$ cat config.mk
export PLATFORM = sky130hd
export DESIGN_NAME = mul_unit_flat
export DESIGN_NICKNAME = d
export VERILOG_FILES = /design/src/rtl/mul_unit_if.sv /design/src/rtl/mul_unit.sv /design/src/flat_wrapper.sv
export SDC_FILE = /design/constraint.sdc
export NUM_CORES = 2
export LEC_CHECK = 0
export CAP_MARGIN = 20
export CORE_MARGIN = 5
export CORE_UTILIZATION = 36
export DETAILED_ROUTE_END_ITERATION = 6
export GPL_ROUTABILITY_DRIVEN = 1
export PLACE_DENSITY = 0.63
export SYNTH_ARGS = -nofsm -noshare
export SYNTH_HDL_FRONTEND = slang
export SYNTH_SLANG_ARGS = --single-unit
$ cat constraint.sdc
create_clock -name clk -period 17.5 [get_ports clk]
set_clock_uncertainty 0.1 [all_clocks]
set_input_delay 1.75 -clock clk [delete_from_list [all_inputs] [get_ports clk]]
set_output_delay 1.75 -clock clk [all_outputs]
set_load 0.05 [all_outputs]
$ cat src/rtl/mul_unit_if.sv
// Request/response bundle for the iterative multiplier: operand handshake,
// flush and result handshake. Clock and reset stay outside the bundle.
interface mul_unit_if #(
    parameter int XLEN = 64
);
    logic            in_valid;
    logic            in_ready;
    logic [2:0]      op;
    logic [XLEN-1:0] a;
    logic [XLEN-1:0] b;
    logic            flush;
    logic            out_valid;
    logic            out_ready;
    logic [XLEN-1:0] c;

    modport master (
        output in_valid,
        output op,
        output a,
        output b,
        output flush,
        output out_ready,
        input  in_ready,
        input  out_valid,
        input  c
    );

    modport slave (
        input  in_valid,
        input  op,
        input  a,
        input  b,
        input  flush,
        input  out_ready,
        output in_ready,
        output out_valid,
        output c
    );
endinterface

$ cat src/rtl/mul_unit.sv
// Iterative RV64M multiplier (MUL/MULH/MULHSU/MULHU/MULW), BPC bits per cycle.
// Optional MUL_UNIT_EARLY_EXIT_EN: leave BUSY once the remaining multiplier is zero.
module mul_unit #(
    parameter int XLEN = 64,
    parameter int BPC  = 8
) (
    input  logic     clk,
    input  logic     reset,
    mul_unit_if.slave bus
);
    localparam int HALF   = XLEN / 2;
    localparam int PW     = 2 * XLEN;
    localparam int N_FULL = XLEN / BPC;
    localparam int N_WORD = XLEN / (2 * BPC);
    localparam int CNT_W  = $clog2(N_FULL + 1);

    localparam logic [2:0] OP_MUL    = 3'b000;
    localparam logic [2:0] OP_MULH   = 3'b001;
    localparam logic [2:0] OP_MULHSU = 3'b010;
    localparam logic [2:0] OP_MULHU  = 3'b011;
    localparam logic [2:0] OP_MULW   = 3'b100;

    typedef enum logic [1:0] {
        IDLE = 2'd0,
        BUSY = 2'd1,
        DONE = 2'd2
    } state_t;

    state_t state_reg;
    state_t state_next;

    logic [2:0]       op_reg;
    logic             neg_reg;
    logic [PW-1:0]    mcand_reg;
    logic [XLEN-1:0]  mplier_reg;
    logic [PW-1:0]    acc_reg;
    logic [CNT_W-1:0] cnt_reg;
    logic [XLEN-1:0]  c_reg;
    logic             out_valid_reg;

    logic accept;
    logic step;
    logic last_step;

    // ------------------------------------------------------------------
    // Operand decode: signedness per op, word ops use the low half.
    // ------------------------------------------------------------------
    logic            a_signed;
    logic            b_signed;
    logic            op_legal;
    logic            op_word;
    logic [XLEN-1:0] a_src;
    logic [XLEN-1:0] b_src;
    logic            a_neg;
    logic            b_neg;
    logic [XLEN-1:0] a_mag;
    logic [XLEN-1:0] b_mag;

    always_comb begin
        a_signed = 1'b0;
        b_signed = 1'b0;
        op_legal = 1'b1;
        op_word  = 1'b0;
        case (bus.op)
            OP_MUL, OP_MULH: begin
                a_signed = 1'b1;
                b_signed = 1'b1;
            end
            OP_MULHSU: a_signed = 1'b1;
            OP_MULHU:  a_signed = 1'b0;
            OP_MULW: begin
                a_signed = 1'b1;
                b_signed = 1'b1;
                op_word  = 1'b1;
            end
            default: op_legal = 1'b0;
        endcase
    end

    always_comb begin
        if (op_word) begin
            a_src = {{HALF{bus.a[HALF-1]}}, bus.a[HALF-1:0]};
            b_src = {{HALF{bus.b[HALF-1]}}, bus.b[HALF-1:0]};
        end else begin
            a_src = bus.a;
            b_src = bus.b;
        end
        a_neg = a_signed & a_src[XLEN-1];
        b_neg = b_signed & b_src[XLEN-1];
        a_mag = a_neg ? (~a_src + XLEN'(1)) : a_src;
        b_mag = b_neg ? (~b_src + XLEN'(1)) : b_src;
    end

    // ------------------------------------------------------------------
    // One radix-2^BPC digit: mcand is pre-shifted, so each gated row only
    // needs a small fixed shift.
    // ------------------------------------------------------------------
    logic [PW-1:0] pp_term [BPC];
    logic [PW-1:0] pp_sum;

    for (genvar gi = 0; gi < BPC; gi++) begin : g_pp
        assign pp_term[gi] = mplier_reg[gi] ? (mcand_reg << gi) : '0;
    end

    always_comb begin
        pp_sum = '0;
        for (int i = 0; i < BPC; i++) begin
            pp_sum = pp_sum + pp_term[i];
        end
    end

    logic [PW-1:0]   acc_sum;
    logic [XLEN-1:0] mplier_shr;
    logic [PW-1:0]   product;
    logic [XLEN-1:0] result;

    assign acc_sum    = acc_reg + pp_sum;
    assign mplier_shr = mplier_reg >> BPC;
    assign product    = neg_reg ? (~acc_sum + PW'(1)) : acc_sum;

    always_comb begin
        case (op_reg)
            OP_MUL:                      result = product[XLEN-1:0];
            OP_MULH, OP_MULHSU, OP_MULHU: result = product[PW-1:XLEN];
            OP_MULW:                     result = {{HALF{product[HALF-1]}}, product[HALF-1:0]};
            default:                     result = '0;
        endcase
    end

`ifdef MUL_UNIT_EARLY_EXIT_EN
    assign last_step = (cnt_reg == CNT_W'(1)) || (mplier_shr == '0);
`else
    assign last_step = (cnt_reg == CNT_W'(1));
`endif

    // ------------------------------------------------------------------
    // Control FSM
    // ------------------------------------------------------------------
    always_ff @(posedge clk or posedge reset) begin
        if (reset) begin
            state_reg <= IDLE;
        end else begin
            state_reg <= state_next;
        end
    end

    always_comb begin
        state_next = state_reg;
        accept     = 1'b0;
        step       = 1'b0;
        case (state_reg)
            IDLE: begin
                if (bus.in_valid) begin
                    accept     = 1'b1;
                    state_next = op_legal ? BUSY : DONE;
                end
            end
            BUSY: begin
                step = 1'b1;
                if (last_step) begin
                    state_next = DONE;
                end
            end
            DONE: begin
                if (bus.out_ready) begin
                    state_next = IDLE;
                end
            end
            default: state_next = IDLE;
        endcase
        // Flush beats both accept and the result handshake.
        if (bus.flush) begin
            state_next = IDLE;
            accept     = 1'b0;
            step       = 1'b0;
        end
    end

    // ------------------------------------------------------------------
    // Datapath registers
    // ------------------------------------------------------------------
    always_ff @(posedge clk or posedge reset) begin
        if (reset) begin
            op_reg        <= '0;
            neg_reg       <= 1'b0;
            mcand_reg     <= '0;
            mplier_reg    <= '0;
            acc_reg       <= '0;
            cnt_reg       <= '0;
            c_reg         <= '0;
            out_valid_reg <= 1'b0;
        end else begin
            out_valid_reg <= (state_next == DONE);
            if (accept) begin
                op_reg     <= bus.op;
                neg_reg    <= a_neg ^ b_neg;
                mcand_reg  <= {{XLEN{1'b0}}, a_mag};
                mplier_reg <= b_mag;
                acc_reg    <= '0;
                cnt_reg    <= op_word ? CNT_W'(N_WORD) : CNT_W'(N_FULL);
                if (!op_legal) begin
                    c_reg <= '0;
                end
            end else if (step) begin
                acc_reg    <= acc_sum;
                mcand_reg  <= mcand_reg << BPC;
                mplier_reg <= mplier_shr;
                cnt_reg    <= cnt_reg - CNT_W'(1);
                if (last_step) begin
                    c_reg <= result;
                end
            end
        end
    end

    assign bus.in_ready  = (state_reg == IDLE);
    assign bus.out_valid = out_valid_reg;
    assign bus.c         = c_reg;

endmodule

$ cat src/flat_wrapper.sv
// flat-port wrapper written by rule: the top's interface ports become plain ports
module mul_unit_flat 
#(
    parameter int XLEN = 64,
    parameter int BPC  = 8
)
  (clk, reset, bus_in_valid, bus_op, bus_a, bus_b, bus_flush, bus_out_ready, bus_in_ready, bus_out_valid, bus_c);
  mul_unit_if #(.XLEN(XLEN)) bus_i ();
  input  logic clk;
  input  logic reset;
  input wire logic [$bits(bus_i.in_valid)-1:0] bus_in_valid;
  input wire logic [$bits(bus_i.op)-1:0] bus_op;
  input wire logic [$bits(bus_i.a)-1:0] bus_a;
  input wire logic [$bits(bus_i.b)-1:0] bus_b;
  input wire logic [$bits(bus_i.flush)-1:0] bus_flush;
  input wire logic [$bits(bus_i.out_ready)-1:0] bus_out_ready;
  output wire logic [$bits(bus_i.in_ready)-1:0] bus_in_ready;
  output wire logic [$bits(bus_i.out_valid)-1:0] bus_out_valid;
  output wire logic [$bits(bus_i.c)-1:0] bus_c;
  assign bus_i.in_valid = bus_in_valid;
  assign bus_i.op = bus_op;
  assign bus_i.a = bus_a;
  assign bus_i.b = bus_b;
  assign bus_i.flush = bus_flush;
  assign bus_i.out_ready = bus_out_ready;
  assign bus_in_ready = bus_i.in_ready;
  assign bus_out_valid = bus_i.out_valid;
  assign bus_c = bus_i.c;
  mul_unit #(.XLEN(XLEN), .BPC(BPC)) u_core (.clk(clk), .reset(reset), .bus(bus_i));
endmodule
# Yosys cells after proc, flatten, opt, wreduce, memory -nomap -nowiden
# Index checks and enable logic that the tools add are counted.
[op_classes] addsub=12 n_eq_ne=13 mux=42 bitwise_logic=6 n_reduce_logical=10
[ops] cell="2-to-1 mux 128 bit" n=13
[ops] cell="adder 128 bit" n=8
[ops] cell="2-to-1 mux 64 bit" n=10
[ops] cell="case mux 64 bit (3 select lines)" n=1
[ops] cell="adder 128 x 1 -> 128 bit, second input constant" n=1
[ops] cell="adder 64 x 1 -> 64 bit, second input constant" n=2
[ops] cell="NOT 128 bit" n=1
[ops] cell="NOT 64 bit" n=2
[ops] cell="== test 3 x 2 -> 1 bit, second input constant" n=4
[ops] cell="2-to-1 mux 4 bit" n=3
[ops] cell="2-to-1 mux 2 bit" n=5
[ops] cell="2-to-1 mux 1 bit" n=9
[ops] cell="== test 3 x 1 -> 1 bit, second input constant" n=2
[ops] cell="== test 3 bit, second input constant" n=2
[ops] cell="zero test 3 bit" n=2
[ops] cell="case mux 2 bit (3 select lines)" n=1
[ops] cell="OR reduction 3 bit" n=2
[ops] cell="OR reduction 5 bit" n=1
[ops] cell="== test 2 bit, second input constant" n=2
[ops] cell="== test 4 x 1 -> 1 bit, second input constant" n=1
[ops] cell="nonzero test 2 bit" n=2
[ops] cell="OR reduction 4 bit" n=1
[ops] cell="subtractor 4 x 1 -> 4 bit, second input constant" n=1
[ops] cell="AND reduction 3 bit" n=1
[ops] cell="5 further kinds" n=6
[totals] reg_bits=395 input_bits=136 output_inout_bits=66

# Depth between registers and ports, before layout
[logic_depth] ltp_word=16 depth_mapped=32

# Worst setup path before layout
# No wires, ideal clock.
[synth_path] path_type="reg-to-reg" from="reg u_core.mplier_reg[1]" to="reg u_core.c_reg[39], in the netlist u_core.bus.c[39]" t_arrival_ns=8.187 required_ns=17.279 setup_slack_ns=9.092 path_stages_with_launch=30 cell_sequence="dfrtp_1 clkbuf_1 clkbuf_1 clkbuf_1 nand2_1 fa_1 inv_1 fa_1 fa_1 inv_1 fa_1 inv_1 ha_1 buf_2 nand2_1 nor3_1 nand3_1 a211oi_1 a211oi_1 xnor2_1 or4b_4 or4_1 clkbuf_2 or3_1 buf_2 or4_4 or4_4 nand4_1 o211ai_1 a22o_1"
[synth_between] elab_chain_len=16
[synth_lines] item="from (decl)" line="mul_unit.sv:35" source="logic [XLEN-1:0] mplier_reg;"
[synth_lines] item="from (signal assigned)" line="mul_unit.sv:198" source="mplier_reg <= b_mag;"
[synth_lines] item="from (signal assigned)" line="mul_unit.sv:207" source="mplier_reg <= mplier_shr;"
[synth_lines] item="2-to-1 mux 128 bit (*)" line="mul_unit.sv:102" source="assign pp_term[gi] = mplier_reg[gi] ? (mcand_reg << gi) : '0;"
[synth_lines] item="adder 128 bit (*) (7 in series)" line="mul_unit.sv:108" source="pp_sum = pp_sum + pp_term[i];"
[synth_lines] item="adder 128 bit (*)" line="mul_unit.sv:117" source="assign acc_sum = acc_reg + pp_sum;"
[synth_lines] item="NOT 128 bit" line="mul_unit.sv:119" source="assign product = neg_reg ? (~acc_sum + PW'(1)) : acc_sum;"
[synth_lines] item="adder 128 x 1 -> 128 bit" line="mul_unit.sv:119"
[synth_lines] item="2-to-1 mux 128 bit (*)" line="mul_unit.sv:119"
[synth_lines] item="case mux 64 bit (3 select lines) (*)" line="mul_unit.sv:122" source="case (op_reg)"
[synth_lines] item="2-to-1 mux 64 bit (*)" line="mul_unit.sv:209" source="if (last_step) begin"
[synth_lines] item="2-to-1 mux 64 bit (*)" line="mul_unit.sv:204" source="end else if (step) begin"
[synth_lines] item="2-to-1 mux 64 bit (*)" line="mul_unit.sv:194" source="if (accept) begin"
[synth_lines] item="to (signal assigned)" line="mul_unit.sv:210" source="c_reg <= result;"
[synth_lines] item="to (decl)" line="mul_unit.sv:38" source="logic [XLEN-1:0] c_reg;"
# Every way passes the cells marked *; elsewhere a longest branch is shown, timed or not. The select of a mux whose other input is x is not followed.
# A chain may end at the register's enable or synchronous reset.

# Worst setup path after layout
[layout_path] from="reg u_core.mplier_reg[6]" to="reg u_core.c_reg[62], in the netlist u_core.bus.c[62]"
[layout_between] elab_chain_len=11
[layout_lines] item="2-to-1 mux 128 bit (*)" line="mul_unit.sv:102"
[layout_lines] item="adder 128 bit (*) (2 in series)" line="mul_unit.sv:108"
[layout_lines] item="adder 128 bit (*)" line="mul_unit.sv:117"
[layout_lines] item="NOT 128 bit" line="mul_unit.sv:119"
[layout_lines] item="adder 128 x 1 -> 128 bit" line="mul_unit.sv:119"
[layout_lines] item="2-to-1 mux 128 bit (*)" line="mul_unit.sv:119"
[layout_lines] item="case mux 64 bit (3 select lines) (*)" line="mul_unit.sv:122"
[layout_lines] item="2-to-1 mux 64 bit (*)" line="mul_unit.sv:209"
[layout_lines] item="2-to-1 mux 64 bit (*)" line="mul_unit.sv:204"
[layout_lines] item="2-to-1 mux 64 bit (*)" line="mul_unit.sv:194"
# Marked as above.

==> key figures <==
Synth
  • Flops & latches, synth: 395
  • Mapped Area: 0.0607 mm^2
  • Post-synth EDFFs: 0
  • Largest area contributor in the netlist: fa_1
  • Synthesized area per cell: 8.24 um^2
  • Synth async-reset ratio: 100%
  • Seq/Total Area, Yosys: 16.3%
  • Main synth FF type: dfrtp_1
  • Library cells used by synthesis: 99
  • Cells after Synth: 7363
  • Ys Warns: 0
  • Post-synth top area share: 28.3%
  • Most area-consuming cells after synthesis: fa_1, dfrtp_1, and2_1
  • Syn nets: 8497

Timing
  • Relative max-transition margin: 21.2%
  • Setup TNS Final: 0 ps
  • Setup Viol. Count Final: 0
  • Tightest Pin Transition: 1170 ps
  • Final hold violation count: 0
  • Min Tclk post-route: 11170 ps
  • Fmax: 89.5 MHz
  • Fin crit share: 63.8%
  • RSZ-0062 raised after global routing: no
  • Final max-slew violation count: 0

Layout
  • Most frequent cells in the layout: inv_1, nand2_1, fa_1
  • Commonest non-fill, non-tap cell in the layout: inv_1
  • Final #Nets: 8343
  • Reg area: 0.00992 mm^2
  • Design Area, Final: 0.0661 mm^2
  • Layout area overhead: 8.98%
  • Number of fill cells: 17000
  • Multi-input logic area: 0.0452 mm^2
  • Fraction of layout cells with a size suffix above 1: 3.89%

Global routing
  • Vias in the first global route: 55200
  • Largest net degree at the start of global routing: 131
  • Total GRT Usage: 26.0%
  • First-pass GRT wire length: 354000 um
  • Initial antenna violation count: 7
  • Total gr overflow: 0

Worst setup path
  • Critical path arrival: 11600 ps
  • CP Buf/Inv Count: 3
  • Critical Path Fanout Max: 66
  • Most used cell, CP: fa_1
  • WS Path Type: reg -> reg
  • CP cell instances: buf_4, and2_1, fa_1, fa_1, fa_1, inv_1, fa_1, inv_1, ha_1, nand2_1, o21ai_0, a21oi_1, a211oi_1, a211oi_2, xnor2_1, or4_1, or4_1, nor4_2, nor4b_1, nand4_1, mux2i_1, a211oi_1, o21ai_0
  • Top delay family on crit path: simple AND/OR/NAND/NOR gates
  • Worst path required time: 17930 ps
  • Crit-path max cell delay: 920 ps
  • Crit end category: register
  • Launching element type of the critical path: register
  • Slowest CP cell: a211oi_1

Floorplan
  • Die height: 421 um
  • Die Footprint: 0.177 mm^2
  • Core ar.: 0.167 mm^2
  • Chip width: 421 um
  • Starting Density: 36.3%
  • Site Rows: 150
  • Number of I/O pins: 202

Routing
  • DR pass1 iterations: 7
  • Vias: 54300
  • DRT iter0 DRCs: 5106
  • WL final: 231000 um
  • Routed Antenna Nets: 0
  • DR vias/cell: 5.75
  • Drt drc: 1
  • Wirelength per Cell: 24.4 um

Clock network
  • Clk sinks: 395
  • Hold bufs inserted after CTS: 0
  • CTS Buf Count: 53
  • Post-CTS sizing: 0
  • Clock transition at path regs: 60 ps
  • Clock latency at the later pin of the worst-skew pair: 680 ps
  • Post-CTS Setup Inserts: 0
  • H-tree Lvls: 2
  • Clock Tree Root: clkbuf_16
  • Clock buffer depth: 3
  • CTS tree: built

Outcome
  • Violated checks: DRC
  • Status: finished, violations left

Placed design
  • DP Wirelength: 183000 um
  • Port bufs: 201
  • Dpl cell area: 0.0643 mm^2
  • Routability cong.: 1.02

Min path
  • Worst hold path class: reg -> reg

Flow run
  • Max-capacitance violation count: 0
[final cells by class]
class                   instances  area share, %
clock buffers                  71           2.18
diodes                          3         0.0113
flip-flops and latches        395           15.0
clock inverters                26          0.473
repair buffers                295           4.18
well taps                    2204           4.17
inverters                     990           5.63
multi-input cells            5474           68.4
[through the flow]
step / instances / utilization [%] / setup WS (ps) / hold WS (ps)
2_1_floorplan: 7363 / - / 4670 / 348
3_3_place_gp: 9352 / 38.4 / 6730 / 361
3_5_place_dp: 9355 / 38.4 / 6760 / 371
4_1_cts: 9452 / 39.5 / 6730 / 382
5_1_grt: 9455 / 39.5 / 6020 / 406
6_report: 9458 / 39.5 / 6330 / 378
[synth_stat cells, types with 83 or more instances]
cell type and instances:
inv_1 990, nand2_1 903, fa_1 859, and2_1 733
nor2_1 398, dfrtp_1 395, o21ai_0 378, clkbuf_1 323
a21oi_1 311, xnor2_1 173, a22o_1 145, ha_1 139
buf_1 133, a31oi_1 123, xor2_1 113, nand4_1 105
nor3_1 103, nand3_1 83
[tightest hold or removal path: cells and delay by family, from the launching register on]
family,cells,cell delay [ps]
AO/OA/AOI/OAI,1,60
flip-flops,1,340
AND/OR/NAND/NOR,1,50
[cells by family (layout without fill, tap and decap cells)]
group | count (synthesis) | in the layout | share of synthesized area (%)
and+or+nand+nor | 2652 | 2652 | 22.0
buffers and inverters | 1494 | 1382 | 9.36
AOI/OAI and AO/OA | 1485 | 1485 | 16.1
adders and majority gates | 998 | 998 | 31.2
DFF | 395 | 395 | 16.3
xor gates and xnor gates | 286 | 286 | 4.13
muxes | 53 | 53 | 0.891
other | 0 | 3 | 0
[worst paths after layout]
kind | cells past startpoint | slack (ps) | end | from
setup / recovery | 23 | 6330 | u_core.bus.c[62] | u_core.mplier_reg[6]
hold / removal | 2 | 380 | u_core.acc_reg[93] | u_core.acc_reg[93]
setup reg to reg | 23 | 6330 | u_core.bus.c[62] | u_core.mplier_reg[6]
hold reg to reg | 2 | 380 | u_core.acc_reg[93] | u_core.acc_reg[93]
max in group asynchronous | 5 | 13270 | u_core.mcand_reg[46] | reset
min in group asynchronous | 2 | 1450 | u_core.acc_reg[2] | reset
[per-layer routing]
layer,GRT usage [%],up-vias,share of wire (%)
met3,3.57,416,7.2
met4,10.9,4,4.9
met2,41.1,2355,45
li1,-,23900,-
met5,0,-,0.014
met1,35.9,27700,43
Power is not shown: default switching activity piles up to over one toggle a cycle in this logic, so the estimate is an artifact.
